File: config.mk
export PLATFORM = sky130hd
export DESIGN_NAME = bsg_tq_update_sched
export DESIGN_NICKNAME = d
export VERILOG_FILES = /design/src/rtl/bsg_tq_pkg.sv /design/src/rtl/bsg_tq_update_rr_arb.sv /design/src/rtl/bsg_tq_update_sched.sv
export SDC_FILE = /design/constraint.sdc
export NUM_CORES = 1
export LEC_CHECK = 0
export ABC_AREA = 1
export CORE_MARGIN = 2
export CORE_UTILIZATION = 30
export DETAILED_ROUTE_END_ITERATION = 6
export DONT_BUFFER_PORTS = 1
export PLACE_DENSITY_LB_ADDON = 0.15
export SYNTH_ARGS = -nofsm -noshare
export SYNTH_HDL_FRONTEND = slang
export SYNTH_SLANG_ARGS = --single-unit
File: constraint.sdc
create_clock -name clk_i -period 6.3 [get_ports clk_i]
set_input_delay 1.575 -clock clk_i [delete_from_list [all_inputs] [get_ports clk_i]]
set_output_delay 1.575 -clock clk_i [all_outputs]
set_load 0.01 [all_outputs]
File: src/rtl/bsg_tq_pkg.sv
// ---------------------------------------------------------------------------
// bsg_tq_pkg
//
// Shared definitions for the task-queue receive-counter update scheduler.
//   - els_gp / width_gp : default receiver count and receive-counter width.
//   - lg_els_gp         : queue-id width for the defaults (never below 1).
//   - bsg_tq_update_s   : one outbound update packet {id, data} at the
//                         default widths.
//   - safe_clog2()      : clog2 that returns 1 for a single element, so a
//                         one-queue build still has a 1-bit id field.
// ---------------------------------------------------------------------------
package bsg_tq_pkg;

    localparam int els_gp   = 4;
    localparam int width_gp = 32;

    function automatic int safe_clog2(input int n);
        return (n > 1) ? $clog2(n) : 1;
    endfunction

    localparam int lg_els_gp = safe_clog2(els_gp);

    typedef struct packed {
        logic [lg_els_gp-1:0] id;
        logic [width_gp-1:0]  data;
    } bsg_tq_update_s;

endpackage

File: src/rtl/bsg_tq_update_rr_arb.sv
// ---------------------------------------------------------------------------
// bsg_tq_update_rr_arb
//
// Round-robin arbiter over the per-queue update requests. The grant is the
// first requesting queue at or after rr_ptr, searching upward with wrap.
// rr_ptr moves to one past the granted queue only when the grant is used.
//
// Ports:
//   clk_i       in   clock
//   reset_i     in   asynchronous active-high reset (rr_ptr -> 0)
//   reqs_i      in   [els_p]    per-queue request
//   en_i        in   grant is consumed this cycle (advance the pointer)
//   grant_v_o   out  some queue is granted
//   grant_id_o  out  [lg_els_p] granted queue id (0 when nothing granted)
// ---------------------------------------------------------------------------
module bsg_tq_update_rr_arb
    import bsg_tq_pkg::*;
#(
    parameter int els_p    = els_gp,
    parameter int lg_els_p = safe_clog2(els_p)
) (
    input  logic                clk_i,
    input  logic                reset_i,
    input  logic [els_p-1:0]    reqs_i,
    input  logic                en_i,
    output logic                grant_v_o,
    output logic [lg_els_p-1:0] grant_id_o
);

    logic [lg_els_p-1:0] rr_ptr_q;
    logic [lg_els_p-1:0] rr_ptr_d;

    // Scan from the farthest candidate back to rr_ptr itself so the last hit
    // written is the closest one at or after the pointer; no early exit needed.
    always_comb begin
        int                  cand;
        logic [lg_els_p-1:0] idx;
        // NOTE: every combinational output gets a default before any branch;
        // a path that leaves one unassigned would infer a latch.
        grant_v_o  = 1'b0;
        grant_id_o = '0;
        cand       = 0;
        idx        = '0;
        for (int i = els_p - 1; i >= 0; i--) begin
            cand = int'(rr_ptr_q) + i;
            if (cand >= els_p) begin
                cand = cand - els_p;
            end
            idx = lg_els_p'(cand);
            if (reqs_i[idx]) begin
                grant_v_o  = 1'b1;
                grant_id_o = idx;
            end
        end
    end

    always_comb begin
        rr_ptr_d = rr_ptr_q;
        if (en_i && grant_v_o) begin
            rr_ptr_d = (grant_id_o == lg_els_p'(els_p - 1)) ? '0 : grant_id_o + 1'b1;
        end
    end

    // NOTE: state registers use non-blocking assignments so every flop samples
    // pre-edge values; blocking here would create order-dependent races.
    always_ff @(posedge clk_i or posedge reset_i) begin
        if (reset_i) begin
            rr_ptr_q <= '0;
        end else begin
            rr_ptr_q <= rr_ptr_d;
        end
    end

endmodule

File: src/rtl/bsg_tq_update_sched.sv
// ---------------------------------------------------------------------------
// bsg_tq_update_sched
//
// Schedules receive-counter update packets from els_p task-queue receivers
// onto one shared outbound channel. Each queue holds at most one pending
// value; a newer value overwrites the older one (counters are monotonic, so
// only the latest matters). Pending queues are granted round-robin into a
// one-entry registered output slot with a valid/ready handshake.
//
// A request arriving on an idle queue may be granted in the same cycle
// (bypass), giving one cycle from in_v_i to out_v_o. When a queue that is
// already pending is granted while it also delivers a new value, the old
// value goes out and the new value stays pending.
//
// Ports:
//   clk_i        in   clock
//   reset_i      in   asynchronous active-high reset
//   in_v_i       in   [els_p]          per-queue update request
//   in_data_i    in   [els_p*width_p]  queue i at [i*width_p +: width_p]
//   in_yumi_o    out  [els_p]          accept; always equal to in_v_i
//   out_v_o      out  packet valid (registered)
//   out_id_o     out  [lg_els_p]       queue id of packet
//   out_data_o   out  [width_p]        counter value of packet
//   out_ready_i  in   channel takes packet when out_v_o & out_ready_i
//   pending_o    out  [els_p]          per-queue pending flag
//   error_o      out  sticky monotonicity error
//
// Optional feature (macro BSG_TQ_UPDATE_SCHED_MONOTONIC_CHECK_EN):
//   when defined, a new value that is "behind" the pending value of the same
//   queue (modular difference has its sign bit set) sets error_o until reset
//   and reports the queue id in simulation. When undefined, error_o is 0.
// ---------------------------------------------------------------------------
module bsg_tq_update_sched
    import bsg_tq_pkg::*;
#(
    parameter int els_p    = els_gp,
    parameter int width_p  = width_gp,
    parameter int lg_els_p = safe_clog2(els_p)
) (
    input  logic                     clk_i,
    input  logic                     reset_i,
    input  logic [els_p-1:0]         in_v_i,
    input  logic [els_p*width_p-1:0] in_data_i,
    output logic [els_p-1:0]         in_yumi_o,
    output logic                     out_v_o,
    output logic [lg_els_p-1:0]      out_id_o,
    output logic [width_p-1:0]       out_data_o,
    input  logic                     out_ready_i,
    output logic [els_p-1:0]         pending_o,
    output logic                     error_o
);

    logic [width_p-1:0]  in_data [els_p];

    logic [els_p-1:0]    pending_q, pending_d;
    logic [width_p-1:0]  pend_data_q [els_p];

    logic                slot_v_q, slot_v_d;
    logic [lg_els_p-1:0] slot_id_q, slot_id_d;
    logic [width_p-1:0]  slot_data_q, slot_data_d;

    logic                slot_free;
    logic [els_p-1:0]    reqs;
    logic                grant_v;
    logic [lg_els_p-1:0] grant_id;
    logic [width_p-1:0]  grant_data;

    always_comb begin
        for (int i = 0; i < els_p; i++) begin
            in_data[i] = in_data_i[i*width_p +: width_p];
        end
    end

    // Every request is absorbed immediately into the coalescing register.
    assign in_yumi_o = in_v_i;

    assign slot_free = ~slot_v_q | out_ready_i;

    // A fresh request on an idle queue competes in the same cycle.
    assign reqs = pending_q | in_v_i;

    bsg_tq_update_rr_arb #(
        .els_p    (els_p),
        .lg_els_p (lg_els_p)
    ) rr_arb (
        .clk_i      (clk_i),
        .reset_i    (reset_i),
        .reqs_i     (reqs),
        .en_i       (slot_free),
        .grant_v_o  (grant_v),
        .grant_id_o (grant_id)
    );

    // An already-pending queue sends its stored (older) value; an idle queue
    // sends the value arriving this cycle.
    assign grant_data = pending_q[grant_id] ? pend_data_q[grant_id] : in_data[grant_id];

    always_comb begin
        pending_d   = pending_q | in_v_i;
        slot_v_d    = slot_v_q;
        slot_id_d   = slot_id_q;
        slot_data_d = slot_data_q;
        if (slot_free) begin
            slot_v_d = grant_v;
            if (grant_v) begin
                slot_id_d   = grant_id;
                slot_data_d = grant_data;
                // Stays pending only if an older value was sent while a newer
                // one arrived; a bypassed value leaves nothing behind.
                pending_d[grant_id] = pending_q[grant_id] & in_v_i[grant_id];
            end
        end
    end

    always_ff @(posedge clk_i or posedge reset_i) begin
        if (reset_i) begin
            pending_q   <= '0;
            slot_v_q    <= 1'b0;
            slot_id_q   <= '0;
            slot_data_q <= '0;
        end else begin
            pending_q   <= pending_d;
            slot_v_q    <= slot_v_d;
            slot_id_q   <= slot_id_d;
            slot_data_q <= slot_data_d;
        end
    end

    // NOTE: the per-queue value registers are reset too: the array is only
    // els_p entries, and a defined value keeps debug views and the
    // monotonicity check free of X after reset.
    always_ff @(posedge clk_i or posedge reset_i) begin
        if (reset_i) begin
            for (int i = 0; i < els_p; i++) begin
                pend_data_q[i] <= '0;
            end
        end else begin
            for (int i = 0; i < els_p; i++) begin
                if (in_v_i[i]) begin
                    pend_data_q[i] <= in_data[i];
                end
            end
        end
    end

    assign out_v_o    = slot_v_q;
    assign out_id_o   = slot_id_q;
    assign out_data_o = slot_data_q;
    assign pending_o  = pending_q;

`ifdef BSG_TQ_UPDATE_SCHED_MONOTONIC_CHECK_EN
    logic [width_p-1:0] delta [els_p];
    logic [els_p-1:0]   backward;
    logic               error_q, error_d;

    // Modular difference: a set sign bit means the counter moved backward,
    // which stays correct across counter wrap-around.
    always_comb begin
        for (int i = 0; i < els_p; i++) begin
            delta[i]    = in_data[i] - pend_data_q[i];
            backward[i] = in_v_i[i] & pending_q[i] & delta[i][width_p-1];
        end
    end

    assign error_d = error_q | (|backward);

    always_ff @(posedge clk_i or posedge reset_i) begin
        if (reset_i) begin
            error_q <= 1'b0;
        end else begin
            error_q <= error_d;
        end
    end

    always_ff @(posedge clk_i) begin
        if (!reset_i) begin
            for (int i = 0; i < els_p; i++) begin
                if (backward[i]) begin
                    $error("bsg_tq_update_sched: receive counter moved backward on queue %0d", i);
                end
            end
        end
    end

    assign error_o = error_q;
`else
    assign error_o = 1'b0;
`endif

endmodule

==> reports/qor.log <==
[sta] fin crit period 4230 ps
[die] die height 182 µm
[sta] max-slew headroom at the worst pin 0.352
[final_layout] layout cells sized above 1 0.0788
[place] Placer Congestion 0.746
[synthesis] commonest cells in the netlist sky130_fd_sc_hd__nand2_1, sky130_fd_sc_hd__nand3_1, sky130_fd_sc_hd__dfrtp_1, sky130_fd_sc_hd__buf_2, sky130_fd_sc_hd__mux2_2
[final_layout] Antenna Cells 0
[die] count of pins on the block boundary 179
[detailed_routing] number of violations reported at the end of detailed-routing iteration 0 664
[detailed_routing] first drt pass iteration count 5
[power] static leakage 5.10 nW
[clock_tree] TritonCTS clock tree built
[synthesis] most frequent cell after synthesis sky130_fd_sc_hd__nand2_1
[synthesis] proportion of synthesized flip-flops having asynchronous set or reset 1.00
[detailed_routing] vias post-DR 8,226
[final_layout] Area Overhead vs Synth 6.45%
[synthesis] post-synth top area cell sky130_fd_sc_hd__dfrtp_1
[global_route] first-pass GRT wire length 49,200 µm
[synthesis] share of the synthesized area in the top cell type 0.446
[sta] final clock period utilization by the worst path 0.672
[final_layout] number of filler cells placed in the layout 3,366
[place] number of port buffers 0
[die] initial standard-cell utilization of the core 0.303
[clock_tree] total setup buffers inserted after CTS 0
[global_route] largest net degree at the start of global routing 86
[status] outcome complete, no violations
[place] detailed placement HPWL 18,600 µm
[sta] Worst Tran Pin Value 968 ps
[worst_setup_path] Worst Setup Path Type input port to flop
[synthesis] Avg Synthesized Cell Area 7.29 µm²
[synthesis] area of the mapped netlist 9490 µm²
[sta] setup violation total in the final timing report 0
[worst_setup_path] crit path capture type flop
[clock_tree] total number of clock tree sinks 169
[synthesis] portion of the post-synthesis area used by sequential elements 0.446
[detailed_routing] antenna viol nets, final 0
[worst_setup_path] kind of launch point of the worst setup path input port
[synthesis] count of warnings emitted by yosys 0
[clock_tree] hold buffer count at CTS 0
[final_layout] final-stage net count 1,369
[place] Placed Area 9500 µm²
[clock_tree] Post-CTS Resized 0
[detailed_routing] Detailed Route WL 31,400 µm
[synthesis] number of enable flip-flop cells after synthesis 0
[clock_tree] number of CTS-inserted buffers 17
[final_layout] Post-Layout Inst Area 10,100 µm²
[synthesis] synthesized net count 1,441
[clock_tree] H-tree level count 4
[clock_tree] clock tree buffer depth 2
[clock_tree] insertion delay to the later sink of the worst-skew pair 450 ps
[clock_tree] Root Driver sky130_fd_sc_hd__clkbuf_16
[sta] total count of hold-check failures in the final report 0
[global_route] vias in the first global route 8,124
[sta] worst setup skew after layout 11.4 ps
[synthesis] Post-Syn Instances 1,302
[global_route] total global routing overflow 0
[worst_setup_path] worst endpoint required time 6610 ps
[global_route] Total Routing Usage GR 0.194
[die] die area 33,100 µm²
[sta] RSZ-0062 raised after global routing no
[die] width of the die 182 µm
[worst_setup_path] data arrival time of the critical path 4540 ps
[synthesis] most common flop cell mapped by yosys sky130_fd_sc_hd__dfrtp_1
[sta] Max Clk Rate 236 MHz
[clock_tree] clock-pin slew on the worst setup and hold paths 70 ps
[sta] summed negative setup slack over all endpoints 0 ps
[detailed_routing] DRC violations left 0
[sta] number of slew-limit violations in the final report 0
[flow_run] # Max-Cap Violations 0
[detailed_routing] final routed wire length divided by cell count 19.1 µm
[synthesis] distinct cell type count of the synthesized netlist 29
[synthesis] top cells by area, synth sky130_fd_sc_hd__dfrtp_1, sky130_fd_sc_hd__nand2_1, sky130_fd_sc_hd__nand3_1
[power] power density relative to cell area 566 nW/µm²
[die] num rows 65
[worst_hold_path] type of the most critical hold path flop to flop
[worst_setup_path] Worst Path Max Fanout 59
[synthesis] number of register bits inferred by synthesis 169
[global_route] number of antenna violations at the first check in global routing 1
[sta] tightest hold margin 472 ps
[power] worst vdd ir 0.332 mV
[detailed_routing] Avg Vias per Cell 5.00
[die] Std-Cell Core Area 31,300 µm²
metrics by stage:
| stage | cells | total power, mW | worst slack (ps) | util |
|---|---|---|---|---|
| final | 1645 | 5.71 | 2070 | 0.323 |
| after global routing | 1645 | 6.27 | 1770 | 0.323 |
| after CTS | 1645 | 5.80 | 2060 | 0.323 |
| after detailed placement | 1613 | 4.67 | 1590 | 0.303 |
| after global placement | 1613 | 4.66 | 1670 | 0.303 |
| after floorplan | 1302 | 4.10 | 150 | - |
critical path: stages:
cell and delay (ps):
sky130_fd_sc_hd__nor2_4 120, sky130_fd_sc_hd__nand2_1 90, sky130_fd_sc_hd__nand3_2 130, sky130_fd_sc_hd__o21ai_1 80, sky130_fd_sc_hd__inv_2 140, sky130_fd_sc_hd__nand3_4 580, sky130_fd_sc_hd__nand2_4 520, sky130_fd_sc_hd__nand2_1 120
sky130_fd_sc_hd__nand3_1 100, sky130_fd_sc_hd__nand2_2 550, sky130_fd_sc_hd__nand2_1 400, sky130_fd_sc_hd__mux2i_1 110
cell type report:
| cell class | count | area, µm² | area share |
|---|---|---|---|
| inverters | 17 | 71.3 | 0.00706 |
| multi-input cells | 1016 | 4610 | 0.457 |
| clock inverters | 14 | 161 | 0.0160 |
| well taps | 402 | 503 | 0.0498 |
| flip-flops and latches | 169 | 4230 | 0.419 |
| repair buffers | 9 | 80.1 | 0.00793 |
| clock buffers | 18 | 439 | 0.0435 |
layer usage:
metal  share of wire  global-route usage  vias to the layer above
li1                -                   -                     4033
met1            0.45               0.263                     3931
met2            0.46               0.306                      226
met3           0.071              0.0489                       36
met4           0.015              0.0553                        0
met5               0                   0                        -
kinds of logic after synthesis:
kind of cell,after synthesis,share of synthesized area
compound gates,7,0.00514
fa+ha+maj,4,0.00528
buf+inv,117,0.0681
flops,169,0.446
mux,36,0.0422
other cells,1,0.000395
simple gates,968,0.433
registers in the layout, indices dropped and copies added (netlist names):
name / flops
out_data_o: 32
pending_o: 4
out_v_o: 1
pend_data_q: 128
rr_arb.rr_ptr_q: 2
out_id_o: 2
cell usage in the layout, fill, tap and decap left out:
master	n
sky130_fd_sc_hd__a21oi_1	1
sky130_fd_sc_hd__a21oi_4	1
sky130_fd_sc_hd__buf_12	1
sky130_fd_sc_hd__buf_4	8
sky130_fd_sc_hd__bufinv_16	2
sky130_fd_sc_hd__clkbuf_16	17
sky130_fd_sc_hd__clkbuf_8	1
sky130_fd_sc_hd__clkinv_1	1
sky130_fd_sc_hd__clkinv_2	1
sky130_fd_sc_hd__clkinv_4	2
sky130_fd_sc_hd__clkinvlp_4	2
sky130_fd_sc_hd__conb_1	1
sky130_fd_sc_hd__dfrtp_1	169
sky130_fd_sc_hd__ha_1	4
sky130_fd_sc_hd__inv_1	9
sky130_fd_sc_hd__inv_2	5
sky130_fd_sc_hd__inv_4	1
sky130_fd_sc_hd__inv_6	7
sky130_fd_sc_hd__inv_8	1
sky130_fd_sc_hd__mux2_2	32
sky130_fd_sc_hd__mux2i_1	4
sky130_fd_sc_hd__nand2_1	645
sky130_fd_sc_hd__nand2_2	6
sky130_fd_sc_hd__nand2_4	2
sky130_fd_sc_hd__nand3_1	297
sky130_fd_sc_hd__nand3_2	4
sky130_fd_sc_hd__nand3_4	1
sky130_fd_sc_hd__nand3b_1	2
sky130_fd_sc_hd__nand4_1	2
sky130_fd_sc_hd__nor2_1	5
sky130_fd_sc_hd__nor2_2	1
sky130_fd_sc_hd__nor2_4	3
sky130_fd_sc_hd__o21ai_0	3
sky130_fd_sc_hd__o21ai_1	1
sky130_fd_sc_hd__o21bai_1	1
path summary, 6_finish.rpt:
check                                               startpoint                          end  slack [ps]  cells past startpoint
worst min-delay path               pend_data_q[17]$_DFFE_PP0P_  pend_data_q[17]$_DFFE_PP0P_         470                      2
worst min register to register     pend_data_q[17]$_DFFE_PP0P_  pend_data_q[17]$_DFFE_PP0P_         470                      2
worst max-delay path                                 in_v_i[1]       pending_o[2]$_DFF_PP0_        2070                     12
worst max register to register  rr_arb.rr_ptr_q[0]$_DFFE_PP0P_       pending_o[2]$_DFF_PP0_        2690                     12
min in group asynchronous                              reset_i   out_data_o[23]$_DFFE_PP0P_        1140                      1
max in group asynchronous                              reset_i   pend_data_q[7]$_DFFE_PP0P_        4150                      2
report_power, final:
part           internal [mW]  total [mW]  switching [mW]
sequential              1.30        1.52           0.217
combinational          0.919        3.08            2.16
clock                  0.607        1.11           0.507
(Power assumes the default switching activity.)
